===== config.mk =====
export PLATFORM = sky130hd
export DESIGN_NAME = bus_mux4_1
export DESIGN_NICKNAME = d
export VERILOG_FILES = /design/src/rtl/cpu_pkg.sv /design/src/rtl/mux2_1.sv /design/src/rtl/bus_mux4_1.sv
export SDC_FILE = /design/constraint.sdc
export NUM_CORES = 1
export LEC_CHECK = 0
export ABC_AREA = 1
export CAP_MARGIN = 20
export CORE_AREA = 2 2 151 153
export DETAILED_ROUTE_END_ITERATION = 12
export DIE_AREA = 0 0 153 155
export SLEW_MARGIN = 20
export SYNTH_ARGS = -nofsm -noshare
export SYNTH_HDL_FRONTEND = slang
export SYNTH_SLANG_ARGS = --single-unit

===== constraint.sdc =====
create_clock -name clk -period 0.8 [get_ports clk]
set_input_delay 0.08 -clock clk [delete_from_list [all_inputs] [get_ports clk]]
set_output_delay 0.08 -clock clk [all_outputs]
set_load 0.01 [all_outputs]

===== src/rtl/cpu_pkg.sv =====
// Shared CPU datapath package: default bus width and the canonical word type.
package cpu_pkg;

    localparam int DEFAULT_WIDTH = 64;

    typedef logic [63:0] word_t;

endpackage : cpu_pkg


===== src/rtl/mux2_1.sv =====
// Single-bit 2:1 multiplexer built from an inverter and AND/OR gates.
// y = s ? b : a
module mux2_1 (
    input  logic a,
    input  logic b,
    input  logic s,
    output logic y
);

    logic s_n_s;

    assign s_n_s = ~s;
    assign y     = (a & s_n_s) | (b & s);

endmodule : mux2_1


===== src/rtl/bus_mux4_1.sv =====
// Bus-wide 4:1 multiplexer. out is a zero-latency combinational selection
// of in[sel]; out_q is the same word registered on the rising clock edge,
// cleared asynchronously while rst_n is low. out never depends on clk/rst_n,
// so parents can cascade out through several levels without added latency.
module bus_mux4_1
    import cpu_pkg::*;
#(
    parameter int WIDTH = DEFAULT_WIDTH
) (
    input  logic                  clk,
    input  logic                  rst_n,
    input  logic [3:0][WIDTH-1:0] in,
    input  logic [1:0]            sel,
    output logic [WIDTH-1:0]      out,
    output logic [WIDTH-1:0]      out_q
);

    // Level-1 results: lvl1_a_s picks between words 0/1, lvl1_b_s between 2/3.
    logic [WIDTH-1:0] lvl1_a_s;
    logic [WIDTH-1:0] lvl1_b_s;

    // Two-level tree of single-bit muxes, one column per data bit so each
    // output bit only ever sees the same bit position of the four words.
    for (genvar b = 0; b < WIDTH; b++) begin : g_bit
        mux2_1 u_lvl1_a (
            .a (in[0][b]),
            .b (in[1][b]),
            .s (sel[0]),
            .y (lvl1_a_s[b])
        );

        mux2_1 u_lvl1_b (
            .a (in[2][b]),
            .b (in[3][b]),
            .s (sel[0]),
            .y (lvl1_b_s[b])
        );

        mux2_1 u_lvl2 (
            .a (lvl1_a_s[b]),
            .b (lvl1_b_s[b]),
            .s (sel[1]),
            .y (out[b])
        );
    end : g_bit

    // Registered copy of the selected word, cleared immediately on reset.
    always_ff @(posedge clk or negedge rst_n) begin
        if (!rst_n) begin
            out_q <= {WIDTH{1'b0}};
        end else begin
            out_q <= out;
        end
    end

endmodule : bus_mux4_1


== Word-level counts from Yosys, hierarchy flattened ==
Index checks and enable logic that the tools add are counted.

* Flip-flop bits (word level): 64
* Logic and storage cells: 579
* Bits of input ports: 260

* Bitwise logic cells: 578

{| class="wikitable"
|+ Operator list
! kind !! count
|-
| $and A1 B1 Y1 || 384
|-
| $or A1 B1 Y1 || 192
|-
| $not A1 Y1 || 2
|}

== Depth between registers and ports, before layout ==
Gate-level depths: netlist of the first run.

* Depth after elaboration: 5
* Gate-level depth with buffers: 7
* Depth with buffers taken out: 4

== Hierarchy ==
From an unflattened synthesis of the first run, not the netlist that was laid out.

* Cell total of the unflattened synthesis: 832
* Area, all modules: 4484.3 um^2

{| class="wikitable"
|+ Modules (own cells, without submodules)
! module !! area an instance (um^2) !! instances !! cells an instance
|-
| mux2_1 || 15.0 || 192 || 4
|-
| bus_mux4_1 || 1601.5 || 1 || 64
|}

== Least setup slack after synthesis of the first run ==
No wires, ideal clock.

* Kind: input-to-output
* Start point: input sel[0]
* End point: output out[0]
* Slack: -40 ps
* Path buffers: 3
* Arrival: 760 ps
* Stages: 7
* Cell sequence: inv_2 > buf_2 > buf_2 > nand2_1 > nand3_1 > nand2_1 > buf_4

* Longest elaborated chain between the ends: 5

{| class="wikitable"
|+ RTL lines
! item !! line !! source
|-
| start: declaration || bus_mux4_1.sv:13 || <nowiki>input logic [1:0] sel,</nowiki>
|-
| $not A1 Y1 || mux2_1.sv:12 || <nowiki>assign s_n_s = ~s;</nowiki>
|-
| $and A1 B1 Y1 || mux2_1.sv:13 || <nowiki>assign y = (a & s_n_s) | (b & s);</nowiki>
|-
| $or A1 B1 Y1 || mux2_1.sv:13 ||
|-
| $and A1 B1 Y1 || mux2_1.sv:13 ||
|-
| $or A1 B1 Y1 (*) || mux2_1.sv:13 ||
|-
| end: declaration || bus_mux4_1.sv:14 || <nowiki>output logic [WIDTH-1:0] out,</nowiki>
|}

Every way passes the cells marked *; elsewhere a longest branch is shown, timed or not.

== Final worst setup path of the first run ==
* Start point: input sel[0]
* End point: output out[6]

Same word-level chain as after synthesis.

==> flow_summary.toml, run 1 <==
[outcome]
run_status = "complete, but fails checks"
violations = "negative setup slack"

[layout]
fin_cells = 1643
num-nets-final = 1613
syn2layout_area_growth_pct = 142
multi_input_area_sq_mm = 0.00307
largest_register_ffs = 64
fill_cells = 1998
diodes = 0
finalInstanceArea_sq_mm = 0.0124
final_util_pct = 55.9
top_regs = "out_q: 64 flops"
largest_register = "out_q"
final_layout_size_suffix_gt1_share_pct = 43.7
seq_area_sq_mm = 0.00160

[die]
die_h_microns = 155
start_util_pct = 23.0
dieArea_sq_mm = 0.0237
die_w_microns = 153
fp-row-count = 55
io_pins = 388
core_sq_mm = 0.0222

[synth]
synthCells = 875
synth_most_common_cell = "nand2_1"
yosys_most_used_dff = "dfrtp_1"
yosys_warnings = 0
syn_area_sq_mm = 0.00512
syn-num-nets = 1135
yosys.area.top_type = "dfrtp_1"
synthTopCellsByArea = "dfrtp_1 31%, nand2_1 23%, inv_1 19%"
yosysUniqueCellTypes = 8
synth_seq_cells = 64
netlist.area_leader.share_pct = 31.3
synth.top_cells.by_count = "320 x nand2_1, 256 x inv_1, 128 x nand3_1"
synth-edff-count = 0
synth_seq_area_share_pct = 31.3
syn_avg_cell_area_sq_um = 5.85
async_reset_ff_share_pct = 100

[setup_path]
slowest_stage = "buf_12"
path_cells = "buf_16 -> clkinv_16 -> buf_12 -> buf_12 -> buf_6 -> nand2_2 -> nand3_2 -> nand2_2 -> buf_6"
path_buf_inv = 6
worst_ep_arrival_time_ns = 1.05
end_kind = "output port"
crit_path_start = "sel[0]"
start_kind = "primary input"
slowest_delay_ns = 0.14
cp_max_fo = 6
cp_data_required_time_ns = 0.72
criticalPathCategory = "primary input to output port"
cp_top_family = "buffers and inverters"

[routing]
remaining_drc_errors = 0
drt-total-wl_mm = 26.3
avgViaCountPerCell = 4.27
wl_per_cell_microns = 16.0
drt_iter0_drc = 263
drt_pass1_iterations = 4
route.antenna.remaining_nets = 0
vias = 7009

[cts]
clk_pin_slew_worst_paths_ns = 0.07
cts_tree = "yes"
cts_buffer_depth = 2
cts_sinks = 64
htreeDepth = 3
numCtsBuffers = 9
root_buffer = "clkbuf_16"

[timing]
slew_violations = 0
finalCritPeriodShare_pct = 141
setup_ws_ns = -0.329
worstMarginPinSlew_ns = 0.224
final_hold_viol_count = 0
relSlewSlack_pct = 85.1
rsz0062_at_grt = "yes"
setup_tns_ns = -24.93
finalCriticalPeriod_ns = 1.13
whs_ns = 0.100
setup_viol = 154
clock.fmax_ghz = 0.885

[global_route]
antenna_found_initial = 0
grt-ovfl-total = 0
grtUsageTotal_pct = 20.3
grt_max_degree = 35
grt_pass1_wl_mm = 37.5
grt_pass1_vias = 7091

[job]
timing.max_cap.violations = 0

[place]
place.gp.congestion = 0.838
placed_cells = 1535
io_buffers = 387
postPlaceCellArea_sq_mm = 0.00950
dp_hpwl_mm = 16.7

[pwr]
ir_drop_mv = 0.778
p_per_area_mw_per_mm2 = 1220
leakagePower_uw = 0.00703

[min_path]
hold_class = "primary input to async pin"
==> through the flow <==
step / total power [uW] / setup WS, ns
detailed placement: 8730 / -0.882
global route: 15900 / -0.368
finish: 15200 / -0.329
floorplan: 5660 / -0.00718
CTS: 14400 / -0.269
global placement: 8710 / -0.902
==> power breakdown <==
group | leakage [uW] | switching (uW) | internal, uW
sequential | 0.000751 | 142 | 3550
combinational | 0.00611 | 2830 | 3940
clock | 0.000166 | 1680 | 3050
==> how the worst max path moves through the flow <==
stage	to	slack, ns	cells after the start
3_3_place_gp	out[16]	-0.90	6
4_1_cts	out[6]	-0.27	9
2_1_floorplan	out[0]	-0.007	7
3_5_place_dp	out[16]	-0.88	6
6_report	out[6]	-0.33	9
5_1_grt	out[44]	-0.37	9
==> layout by cell type, fill, tap and decap left out <==
| master | count |
|---|---|
| clkinv_16 | 1 |
| nand3_1 | 34 |
| bufinv_16 | 3 |
| nand3_4 | 7 |
| buf_8 | 8 |
| dlygate4sd3_1 | 1 |
| inv_8 | 1 |
| nand2_1 | 158 |
| dfrtp_1 | 64 |
| buf_6 | 133 |
| buf_4 | 107 |
| dlygate4sd2_1 | 75 |
| clkbuf_16 | 12 |
| clkinv_2 | 1 |
| clkinv_4 | 2 |
| nand2_4 | 59 |
| nand3_2 | 87 |
| clkinvlp_4 | 1 |
| inv_1 | 251 |
| dlymetal6s2s_1 | 9 |
| buf_16 | 15 |
| inv_2 | 5 |
| buf_12 | 24 |
| clkdlybuf4s50_1 | 172 |
| buf_2 | 24 |
| nand2_2 | 103 |
| bufbuf_16 | 1 |
==> timing repair <==
item | in CTS | in global routing
setup buffers | 81 | 15
cloned | 15 | 3
setup endpoints to repair | 159 | 161
pin swaps | 112 | 81
endpoints found under the hold margin | 64 | 0
hold buffers | 1 | 0
resized for setup | 874 | 257
==> kinds of logic after synthesis <==
group         synth area share, %
simple gates                 36.0
buf+inv                      32.7
flops                        31.3
==> layout make-up <==
| cell class | count | area share [%] |
|---|---|---|
| Sequential cell | 64 | 12.9 |
| Timing Repair Buffer | 572 | 48.7 |
| Multi-Input combinational cell | 448 | 24.7 |
| Clock inverter | 7 | 0.968 |
| Inverter | 258 | 8.07 |
| Tap cell | 285 | 2.87 |
| Clock buffer | 9 | 1.81 |
==> layer usage <==
| layer | vias to the layer above | track usage (%) | wire length (microns) |
|---|---|---|---|
| met5 | - | 0 | 0 |
| met1 | 3249 | 21.8 | 9480 |
| met2 | 324 | 38.3 | 13800 |
| li1 | 3374 | - | - |
| met4 | 0 | 7.10 | 1080 |
| met3 | 62 | 5.79 | 1930 |
Power figures use the tool's default switching activity.
==> inputs of run 2 (changes only) <==
- ABC_AREA: 1 -> default
- CORE_AREA: 2 2 151 153 -> 2 2 150 152
- DIE_AREA: 0 0 153 155 -> 0 0 152 154
==> run 2 against run 1 <==
  * The flow still finishes with violations (negative setup slack)
  * Sequential share of layout area grew 5.4 points
  * Critical path depth shrank 2
  * Synthesized cell count shrank 76%
  * Setup slack lost 0.22 ns
  * Total power shrank 21%
  * Combinational power shrank 29%
  * Flip-flop and latch count is the same
  * Core utilization shrank 16 points
  * Largest power group unchanged
  * Highest routed layer is now met5
==> flow_summary.toml, run 2 <==
[outcome]
run_status = "complete, but fails checks"
violations = "negative setup slack"

[synth]
synthMuxAreaShare_pct = 39.3
yosys.area_share.simple_pct = 0
synth_adder_area_share_pct = 0
yosysUniqueCellTypes = 8
syn_area_sq_mm = 0.00370
async_reset_ff_share_pct = 100
syn_avg_cell_area_sq_um = 18.0
synth_seq_cells = 64
synth.top_cells.by_count = "64 x buf_4, 64 x dfrtp_1, 60 x mux4_2"
yosys_warnings = 0
synth_seq_area_share_pct = 43.2
netlist.area_leader.share_pct = 43.2
synth-edff-count = 0
synthTopCellsByArea = "dfrtp_1 43%, mux4_2 36%, buf_4 13%"
yosys_most_used_dff = "dfrtp_1"
yosys.area.top_type = "dfrtp_1"
synth_compound_area_share_pct = 0
synth_xor_area_share_pct = 0
synth_top_family_by_area = "multiplexers"
syn-num-nets = 466
synthCells = 206

[die]
die_w_microns = 152
core_sq_mm = 0.0217
fp-row-count = 54
die_h_microns = 154
io_pins = 388
start_util_pct = 17.1
dieArea_sq_mm = 0.0234

[global_route]
grt_pass1_wl_mm = 26.2
antenna_found_initial = 3
grt_pass1_vias = 4268
grtUsageTotal_pct = 14.9
grt_max_degree = 34
grt-ovfl-total = 0

[cts]
root_buffer = "clkbuf_16"
clk_pin_slew_worst_paths_ns = 0.05
htreeDepth = 3
cts_sinks = 64
cts_buffer_depth = 2
cts_tree = "yes"
numCtsBuffers = 9

[routing]
drt-total-wl_mm = 17.8
remaining_drc_errors = 0
avgViaCountPerCell = 4.05
drt_pass1_iterations = 4
route.antenna.remaining_nets = 0
wl_per_cell_microns = 19.6
drt_iter0_drc = 147
vias = 3683

[timing]
slew_violations = 0
finalCriticalPeriod_ns = 1.35
relSlewSlack_pct = 85.9
final_hold_viol_count = 0
finalCritPeriodShare_pct = 169
worstMarginPinSlew_ns = 0.211
setup_viol = 183
clock.fmax_ghz = 0.741
setup_ws_ns = -0.550
rsz0062_at_grt = "yes"

[pwr]
leakagePower_uw = 0.00413
ir_drop_mv = 0.707
p_per_area_mw_per_mm2 = 1380

[setup_path]
cp_max_fo = 5
end_kind = "output port"
worst_ep_arrival_time_ns = 1.27
start_kind = "primary input"
criticalPathCategory = "primary input to output port"
cp_data_required_time_ns = 0.72

[place]
dp_hpwl_mm = 13.8
place_ws_ns = -0.925
postPlaceCellArea_sq_mm = 0.00772
place.gp.congestion = 0.912
io_buffers = 387

[layout]
final_layout_size_suffix_gt1_share_pct = 48.4
fill_cells = 2038
largest_register_ffs = 64
layout_commonest_cell = "buf_6"
mostFrequentLayoutCells = "165 x buf_6, 116 x clkdlybuf4s50_1, 105 x dlygate4sd2_1"
syn2layout_area_growth_pct = 136
largest_register = "out_q"
finalInstanceArea_sq_mm = 0.00873
num-nets-final = 885
top_regs = "out_q: 64 flops"

[job]
timing.max_cap.violations = 0

[min_path]
hold_class = "primary input to flip-flop"
[run 2: cell types whose count changed after synthesis, moves of 2 or more]
| cell | previous run | this run |
|---|---|---|
| buf_4 | 76 | 64 |
| clkbuf_1 | 6 | 0 |
| buf_12 | 0 | 6 |
| inv_2 | 2 | 0 |
| buf_2 | 23 | 6 |
| nand2_1 | 320 | 0 |
| inv_1 | 256 | 0 |
| mux4_2 | 0 | 60 |
| mux4_1 | 0 | 4 |
| nand3_1 | 128 | 0 |
[run 2: final cells by class]
type                       instances  area, sq um  share of cell area, %
clock buffer                      13          250                   2.87
timing repair buffer             486         5070                   58.1
antenna                            2         5.00                 0.0573
multi-input combinational         64         1440                   16.5
clock inverter                     1         5.00                 0.0573
tap                              280          350                   4.01
sequential                        64         1600                   18.3
[run 2: worst max-delay path, stage by stage]
cell and delay [ns]:
buf_12 0.12, buf_12 0.12, buf_12 0.13, buf_8 0.12, buf_6 0.10, mux4_2 0.45
buf_6 0.14
[run 2: what timing repair did]
item                       in CTS  in global routing
setup endpoints to repair     181                181
gates cloned                    3                  0
hold buffers                    1                  0
hold endpoints to repair       64                  0
setup buffers                  59                 34
resized for setup             769                103
[run 2: worst paths after layout]
check	slack [ns]	end	cells after the start	startpoint
max in group asynchronous	0.30	out_q[9]	3	rst_n
min in group asynchronous	0.30	out_q[34]	3	rst_n
hold / removal	0.12	out_q[58]	2	in[250]
setup / recovery	-0.55	out[60]	7	sel[0]
[run 2: metrics by stage]
step | hold WS, ns | setup TNS [ns] | std cells | power [uW] | utilization [%]
4_1_cts | 0.205 | -45.77 | 904 | 12000 | 38.8
2_1_floorplan | -0.216 | -30.83 | 206 | 5620 | -
6_report | 0.122 | -42.92 | 910 | 12000 | 40.2
3_5_place_dp | 0.0629 | -89.18 | 838 | 8080 | 35.6
5_1_grt | 0.117 | -47.61 | 910 | 12600 | 40.2
3_3_place_gp | 0.0570 | -88.07 | 838 | 8040 | 35.6
[run 2: per-layer routing]
layer  routed length [microns]  up-vias  global-route usage (%)
met5                        13        -                       0
met4                       325        2                    4.45
met1                      6190     1875                    15.8
met3                      1120       29                    4.85
li1                          -     1583                       -
met2                     10200      194                    28.1
[run 2: report_power, final]
| part | leakage (uW) | switching, uW | internal (uW) |
|---|---|---|---|
| clock network | 0.000126 | 1350 | 2140 |
| registers | 0.000746 | 128 | 3570 |
| logic | 0.00326 | 1640 | 3190 |
| total | 0.00413 | 3110 | 8910 |
[run 2: kinds of logic after synthesis]
logic type and after synthesis:
buf+inv 78, flops 64, mux 64
==> inputs of run 3 (changes only) <==
- PLACE_DENSITY: default -> 0.59
- SLEW_MARGIN: 20 -> default
==> run 3 against run 2 <==
  * The flow still finishes with violations (negative setup slack)
  * Sequential share of layout area is 1.2 points higher
  * Total power is 0.48% lower
  * Sequential power is essentially flat
  * Die area did not move
  * Global-route usage fell by 0.57 points
  * Setup slack better by 0.098 ns
  * Critical path depth decreased by 4
  * Combinational power decreased by 9.3%
==> flow_summary.toml, run 3 (synthesis gave the netlist of run 2 again) <==
[layout]
syn2layout_area_growth_pct = 121
fill_cells = 2158
final_layout_size_suffix_gt1_share_pct = 46.3
mostFrequentLayoutCells = "205 x dlygate4sd2_1, 134 x buf_6, 64 x mux4_2, 64 x dfrtp_1, 47 x clkdlybuf4s50_1"
largest_register_ffs = 64
num-nets-final = 858
largest_register = "out_q"
final_util_pct = 37.7
top_regs = "out_q: 64 flops"
layout_commonest_cell = "dlygate4sd2_1"
fin_cells = 885

[cts]
root_buffer = "clkbuf_16"
cts_buffer_depth = 2
cts_sinks = 64
numCtsBuffers = 9
cts_tree = "yes"
clk_pin_slew_worst_paths_ns = 0.06
htreeDepth = 3

[routing]
wl_met2_mm = 9.34
remaining_drc_errors = 0
route.antenna.remaining_nets = 0
drt-total-wl_mm = 17.1
drt_iter0_drc = 112
drt_pass1_iterations = 5
vias = 3512
avgViaCountPerCell = 3.97
top_layer = "met5"
wl_met3_mm = 1.48
wl_per_cell_microns = 19.3
wl_met1_mm = 6.16

[timing]
rsz0062_at_grt = "yes"
clock.fmax_ghz = 0.799
setup_viol = 154
worstMarginPinSlew_ns = 0.206
relSlewSlack_pct = 86.3
finalCritPeriodShare_pct = 156
final_hold_viol_count = 0
slew_violations = 0
finalCriticalPeriod_ns = 1.25
setup_ws_ns = -0.452

[global_route]
grt-ovfl-total = 0
grt_pass1_vias = 4103
grtUsageTotal_pct = 14.4
grt_pass1_wl_mm = 25.1
antenna_found_initial = 3
grt_max_degree = 36

[die]
start_util_pct = 17.1
fp-row-count = 54
core_sq_mm = 0.0217
die_w_microns = 152
die_h_microns = 154
dieArea_sq_mm = 0.0234
io_pins = 388

[place]
dp_hpwl_mm = 13.2
place.gp.congestion = 0.874
placed_cells = 829
io_buffers = 387

[pwr]
ir_drop_mv = 0.726
leakagePower_uw = 0.00381
power.total_uw = 12000
p_per_area_mw_per_mm2 = 1460

[min_path]
worstHoldPathCells = 2
hold_class = "primary input to flip-flop"

[setup_path]
worst_ep_arrival_time_ns = 1.17
cp_max_fo = 2
criticalPathCategory = "primary input to output port"
end_kind = "output port"
cp_data_required_time_ns = 0.72
start_kind = "primary input"

[outcome]
violations = "negative setup slack"
run_status = "complete, but fails checks"

[job]
timing.max_cap.violations = 0
## run 3: changes by cell type in the layout (fill, tap and decap cells not counted), sizes merged, moves of 2 or more
cell	before	now
buf	229	202
clkdlybuf4s50	116	47
dlygate4sd2	105	205
dlymetal6s2s	35	4
clkinv	1	3
## run 3: worst max-delay path, stage by stage
cell	delay [ns]
clkdlybuf4s50_1	0.45
mux4_2	0.50
buf_6	0.14
## run 3: area by class of cell
class | count | area [sq um] | share of cell area (%)
sequential | 64 | 1600 | 19.6
timing repair buffer | 459 | 4500 | 55.0
tap | 280 | 350 | 4.28
clock inverter | 4 | 45.0 | 0.551
antenna | 2 | 5.00 | 0.0612
clock buffer | 12 | 236 | 2.89
multi-input combinational | 64 | 1440 | 17.6
## run 3: path summary, 6_finish.rpt
| check | startpoint | end | slack, ns |
|---|---|---|---|
| hold / removal | in[155] | out_q[27] | 0.12 |
| max in group asynchronous | rst_n | out_q[47] | 0.32 |
| min in group asynchronous | rst_n | out_q[63] | 0.27 |
| setup / recovery | in[165] | out[37] | -0.45 |
## run 3: layer usage
metal | GRT usage, % | vias to the layer above
li1 | - | 1534
met1 | 15.3 | 1724
met2 | 26.6 | 242
met3 | 5.55 | 10
met4 | 3.47 | 2
met5 | 0 | -
## run 3: power breakdown
part           internal, uW  total [uW]  switching, uW
clock                  2400        3900           1500
sequential             3570        3680            118
combinational          2830        4380           1550
## run 3: repair_timing
item                                    4_1_cts  5_1_grt
hold buffers                                  1        0
hold endpoints to repair                     64        0
buffers inserted                             48       28
gates cloned                                  7        0
endpoints found under the setup margin      180      165
gates resized for setup                     860       43
## run 3: per-stage QoR
step	hold WS [ns]	setup WS, ns	setup TNS, ns	area [sq um]
2_1_floorplan	-0.216	-0.282	-30.83	3940
3_3_place_gp	0.0626	-0.875	-87.40	7610
3_5_place_dp	0.0702	-0.915	-88.34	7610
4_1_cts	0.198	-0.476	-35.58	8180
5_1_grt	0.117	-0.464	-36.30	8180
6_report	0.124	-0.452	-31.66	8180
